<file path="config.mk">
export PLATFORM = sky130hd
export DESIGN_NAME = imm_extend_pipe
export DESIGN_NICKNAME = d
export VERILOG_FILES = /design/src/rtl/imm_extend_pipe.sv
export SDC_FILE = /design/constraint.sdc
export NUM_CORES = 1
export LEC_CHECK = 0
export BUFFER_PORTS_ARGS = -buffer_cell sky130_fd_sc_hd__buf_2
export CELL_PAD_IN_SITES_DETAIL_PLACEMENT = 1
export CELL_PAD_IN_SITES_GLOBAL_PLACEMENT = 2
export CORE_AREA = 4 4 76 78
export CTS_CLUSTER_DIAMETER = 60
export DETAILED_ROUTE_END_ITERATION = 12
export DIE_AREA = 0 0 80 82
export HOLD_SLACK_MARGIN = 0.05
export PLACE_DENSITY_LB_ADDON = 0.1
export SLEW_MARGIN = 25
export SYNTH_ARGS = -nofsm -noshare
export SYNTH_HDL_FRONTEND = slang
export SYNTH_SLANG_ARGS = --single-unit
</file>
<file path="constraint.sdc">
create_clock -name clk -period 2.8 [get_ports clk]
set_input_delay 0.14 -clock clk [delete_from_list [all_inputs] [get_ports clk]]
set_output_delay 0.14 -clock clk [all_outputs]
set_load 0.01 [all_outputs]
</file>
<file path="src/rtl/imm_extend_pipe.sv">
// Immediate-extension pipeline: decodes the extension mode from the opcode and
// carries the result through a 1- or 2-stage elastic pipe. Optional branch mode: IMM_BRANCH_SHIFT_EN.
module imm_extend_pipe #(
    parameter int DATA_W = 32,
    parameter int IMM_W  = 16,
    parameter int DEPTH  = 1
) (
    input  logic              clk,
    input  logic              rst_n,
    input  logic              in_valid,
    output logic              in_ready,
    input  logic [IMM_W-1:0]  in_imm,
    input  logic [5:0]        in_opcode,
    input  logic              flush,
    output logic              out_valid,
    input  logic              out_ready,
    output logic [DATA_W-1:0] out_data,
    output logic [1:0]        out_mode
);

    localparam logic [1:0] MODE_SIGN   = 2'd0;
    localparam logic [1:0] MODE_ZERO   = 2'd1;
    localparam logic [1:0] MODE_UPPER  = 2'd2;
    localparam logic [1:0] MODE_BRANCH = 2'd3;

    logic [1:0]        w_mode;
    logic [DATA_W-1:0] w_sext;
    logic [DATA_W-1:0] w_ext;
    logic              w_adv1;
    logic              w_s1_dn_rdy;
    logic              w_load1;

    logic              r_v1;
    logic [DATA_W-1:0] r_data1;
    logic [1:0]        r_mode1;

    always_comb begin
        w_mode = MODE_SIGN;
        case (in_opcode)
            6'b001100, 6'b001101, 6'b001110: w_mode = MODE_ZERO;
            6'b001111:                       w_mode = MODE_UPPER;
`ifdef IMM_BRANCH_SHIFT_EN
            6'b000100, 6'b000101:            w_mode = MODE_BRANCH;
`endif
            default:                         w_mode = MODE_SIGN;
        endcase
    end

    assign w_sext = {{(DATA_W-IMM_W){in_imm[IMM_W-1]}}, in_imm};

    always_comb begin
        w_ext = w_sext;
        case (w_mode)
            MODE_ZERO:   w_ext = {{(DATA_W-IMM_W){1'b0}}, in_imm};
            MODE_UPPER:  w_ext = {in_imm, {(DATA_W-IMM_W){1'b0}}};
            MODE_BRANCH: w_ext = {w_sext[DATA_W-3:0], 2'b00};
            default:     w_ext = w_sext;
        endcase
    end

    // Flush forces in_ready high so the presented input is consumed and dropped.
    assign w_adv1   = r_v1 & w_s1_dn_rdy;
    assign in_ready = ~r_v1 | w_adv1 | flush;
    assign w_load1  = in_valid & ~flush & (~r_v1 | w_adv1);

    always_ff @(posedge clk or negedge rst_n) begin
        if (!rst_n) begin
            r_v1    <= 1'b0;
            r_data1 <= '0;
            r_mode1 <= MODE_SIGN;
        end else if (flush) begin
            r_v1 <= 1'b0;
        end else if (w_load1) begin
            r_v1    <= 1'b1;
            r_data1 <= w_ext;
            r_mode1 <= w_mode;
        end else if (w_adv1) begin
            r_v1 <= 1'b0;
        end
    end

    generate
        if (DEPTH == 2) begin : g_two
            logic              r_v2;
            logic [DATA_W-1:0] r_data2;
            logic [1:0]        r_mode2;
            logic              w_adv2;

            assign w_adv2      = r_v2 & out_ready;
            assign w_s1_dn_rdy = ~r_v2 | w_adv2;

            always_ff @(posedge clk or negedge rst_n) begin
                if (!rst_n) begin
                    r_v2    <= 1'b0;
                    r_data2 <= '0;
                    r_mode2 <= MODE_SIGN;
                end else if (flush) begin
                    r_v2 <= 1'b0;
                end else if (w_adv1) begin
                    r_v2    <= 1'b1;
                    r_data2 <= r_data1;
                    r_mode2 <= r_mode1;
                end else if (w_adv2) begin
                    r_v2 <= 1'b0;
                end
            end

            assign out_valid = r_v2;
            assign out_data  = r_data2;
            assign out_mode  = r_mode2;
        end else begin : g_one
            assign w_s1_dn_rdy = out_ready;
            assign out_valid   = r_v1;
            assign out_data    = r_data1;
            assign out_mode    = r_mode1;
        end
    endgenerate

endmodule

</file>
==> run summary <==
The relative contribution of the clock network to total power came out at 0.285. The total number of clock tree sinks came out at 35. The share of the yosys chip area belonging to registers came out at 0.531.

The via count is 1,265. Once the clock tree was built, the resizer swapped 0 gates to a different size. The number of flip-flops and latches in the synthesized netlist came out at 35. The library cell contributing the largest single delay on the critical path is dfrtp_1. In this run the vertical extent of the chip is 82 um. The total count of max-transition violations in the final report came out at 0. The switching share of power came out at 0.282. During placement, the flow inserted port buffers numbering 62.

Dividing the final minimum period by the clock period gives 0.538. The top cell family by delay on the critical path is simple AND/OR/NAND/NOR gates. The clock period minus final worst setup slack is 1.51 ns.

The depth of the most critical reg-to-reg path came out at 4. On the worst path, the slowest cell contributes a delay of 0.37 ns. The final number of setup-violating endpoints is 0.

For this design the total switching power over the nets is 0.364 mW. Across the VDD grid, the largest voltage drop is 0.000290 V. The highest achievable clock rate is 664 MHz. On the final layout, the worst hold slack is 0.0659 ns. The number of cell rows came out at 26. Clock tree synthesis inserted a total of 5 buffers. Of the total power, registers draw 0.486. The detailed-placement wirelength estimate is 3.20 mm. The cell sitting at the root of the clock tree is a clkbuf_8. After detailed routing, the total wire length is 4.45 mm. The initial standard-cell utilization of the core came out at 0.325. The Yosys step of the flow raised 0 warnings. The global-route usage over all layers is 0.144.

The critical path depth in cells is 4. The via count of the first global-routing pass came to 1,380. The number of nets with antenna violations after detailed routing came out at 0. From left edge to right edge, the die measures 80 um. The synthesized netlist net count is 153. The first-pass iteration count of the detailed router is 4. The setup TNS is 0 ns.

The core region is 0.00507 mm2. The initial antenna violation count is 0. The count of antenna diodes in the layout is 0. The hold path depth is 2.

The per-cell routed wire length came out at 17.4 um. The share of total power in combinational logic is 0.228. The buffers plus inverters on the worst setup path is 1. The min-delay analysis places its worst path in the category in -> reg. The post-synthesis cell area is 0.00165 mm2. The internal power is 0.926 mW. The leakage power total is 0.914 nW. The worst hold path begins at flush. The area growth from synthesis to layout is 26.1%. The total design power came out at 1.29 mW. The final net count is 213. STA classifies the critical path startpoint as a flip-flop. Routability-driven placement finished with a final weighted congestion of 0.721. The critical path in this run is classified as reg -> reg. The full die area came out at 0.00656 mm2. The start of the worst register-to-register path is out_valid. Entering global routing, the biggest net connects 36 pins. The total power density per cell area is 620 mW/mm2. The register clock-pin slew on the reported worst setup and hold paths is 0.07 ns. Tracing the worst setup path back leads to its startpoint at out_valid. The final clock skew is 0.00550 ns. The hold violation total from the final report was 0. The run finished with clean final reports. The critical-path maximum fanout is 11. Setup repair after global routing left no endpoint under its margin. For the pin with the worst max-slew slack, the measured transition is 0.797 ns.

The detailed router finished its first iteration with 26 violations. Counting every instance in the synthesized netlist gives 126. The number of H-tree levels came out at 2.

The data arrival time of the worst path came out at 1.68 ns. STA puts the critical path data required time at 2.97 ns. The clock insertion delay at the later pin of the skew report came out at 0.29 ns.

The count of cell types in the netlist is 21. The remaining global-route overflow is 0. The detailed-route DRC error count came out at 0. The first global-routing pass estimated 7.20 mm of wire. The per-cell via count in the routed design came out at 4.94. In the final layout, the share of cells above drive strength 1 is 0.538. The sort of element at the end of the critical path is a flip-flop. The headroom to the max-slew limit is 0.469. No sink is reached through more buffers than the 2 on the longest clock path.

The count of max-cap constraint violations is 0. The mean area per synthesized cell is 13.1 um2. TritonCTS built the clock tree.

The critical path goes through nand2b_1 -> and2_1 -> buf_4 -> mux2_2. The count of pins on the block boundary came out at 63.
cell families (layout without fill, tap and decap cells):
group,after synthesis,in the layout,share of synthesized area
compound gates,34,34,0.261
buf+inv,15,75,0.0614
flops,35,35,0.531
mux,2,2,0.0136
simple gates,40,40,0.133
layout make-up:
class | count | area, um2
multi-input cells | 76 | 676
fillers | 577 | 2990
flip-flops and latches | 35 | 876
well taps | 70 | 87.6
inverters | 1 | 3.75
clock inverters | 1 | 5.00
clock buffers | 6 | 82.6
repair buffers | 67 | 350
power groups by stage:
stage	sequential, mW	combinational [mW]	clock, mW
3_3_place_gp	0.636	0.297	0
2_1_floorplan	0.670	0.133	0
5_1_grt	0.638	0.321	0.409
4_1_cts	0.629	0.302	0.382
3_5_place_dp	0.637	0.299	0
6_report	0.627	0.294	0.368
routing by layer:
metal / vias to the layer above / GRT usage / share of wire / routed length [um]
met2: 40 / 0.238 / 0.48 / 2120
met5: - / 0 / 0 / 0
li1: 586 / - / - / -
met1: 633 / 0.185 / 0.45 / 2000
met3: 6 / 0.0461 / 0.064 / 287
met4: 0 / 0.0355 / 0.011 / 48
synth_stat cells, drive strengths merged:
library cell  count  area share
o2bb2ai          17        0.13
dfrtp            35        0.53
and2              3       0.013
nand2b            1      0.0038
o21bai            1      0.0046
mux2              2       0.014
nand3            31       0.094
clkbuf            1      0.0023
inv               1      0.0023
buf              13       0.057
or2               1      0.0038
a2bb2oi          15        0.12
nand2             1      0.0038
and4bb            1      0.0076
o211a             1       0.011
nor2b             2      0.0076
cell usage in the layout (no fill, tap or decap):
cell type       n
buf_2          62
dfrtp_1        35
nand3_1        31
o2bb2ai_2      10
a2bb2oi_2      10
o2bb2ai_1       7
clkbuf_8        6
a2bb2oi_1       5
buf_4           4
and2_1          2
mux2_2          2
nand2b_1        1
or2_2           1
nor2b_2         1
nand2_2         1
and4bb_1        1
and2_4          1
nor2b_1         1
inv_1           1
o211a_4         1
o21bai_1        1
clkinv_2        1
dlygate4sd3_1   1
repair_timing:
action / 4_1_cts / 5_1_grt
hold buffers: 1 / 0
hold endpoints to repair: 35 / 0
setup buffers: 0 / 0
metrics by stage:
step	utilization	instance area [um2]	instances	setup slack [ns]
global placement	0.391	1980	248	1.16
global route	0.410	2080	256	1.20
CTS	0.410	2080	256	1.29
finish	0.410	2080	256	1.29
floorplan	-	1650	126	1.53
detailed placement	0.391	1980	248	1.10
registers in the layout, summed over array words and instances (netlist names):
name / cells
out_data: 32
out_mode: 2
out_valid: 1
worst register-to-register path, stage by stage (launching register included):
cell and delay [ns]:
dfrtp_1 0.37, nand2b_1 0.08, and2_1 0.30, buf_4 0.29, mux2_2 0.36
worst paths after layout:
kind,endpoint,slack [ns]
worst max-delay path,out_mode[0],1.29
worst min-delay path,out_valid,0.07
worst max register to register,out_mode[0],1.29
worst min register to register,out_data[14],0.49
max in group asynchronous,out_data[21],1.81
min in group asynchronous,out_data[15],0.48
Note: power is estimated with default switching activity, not from simulation.
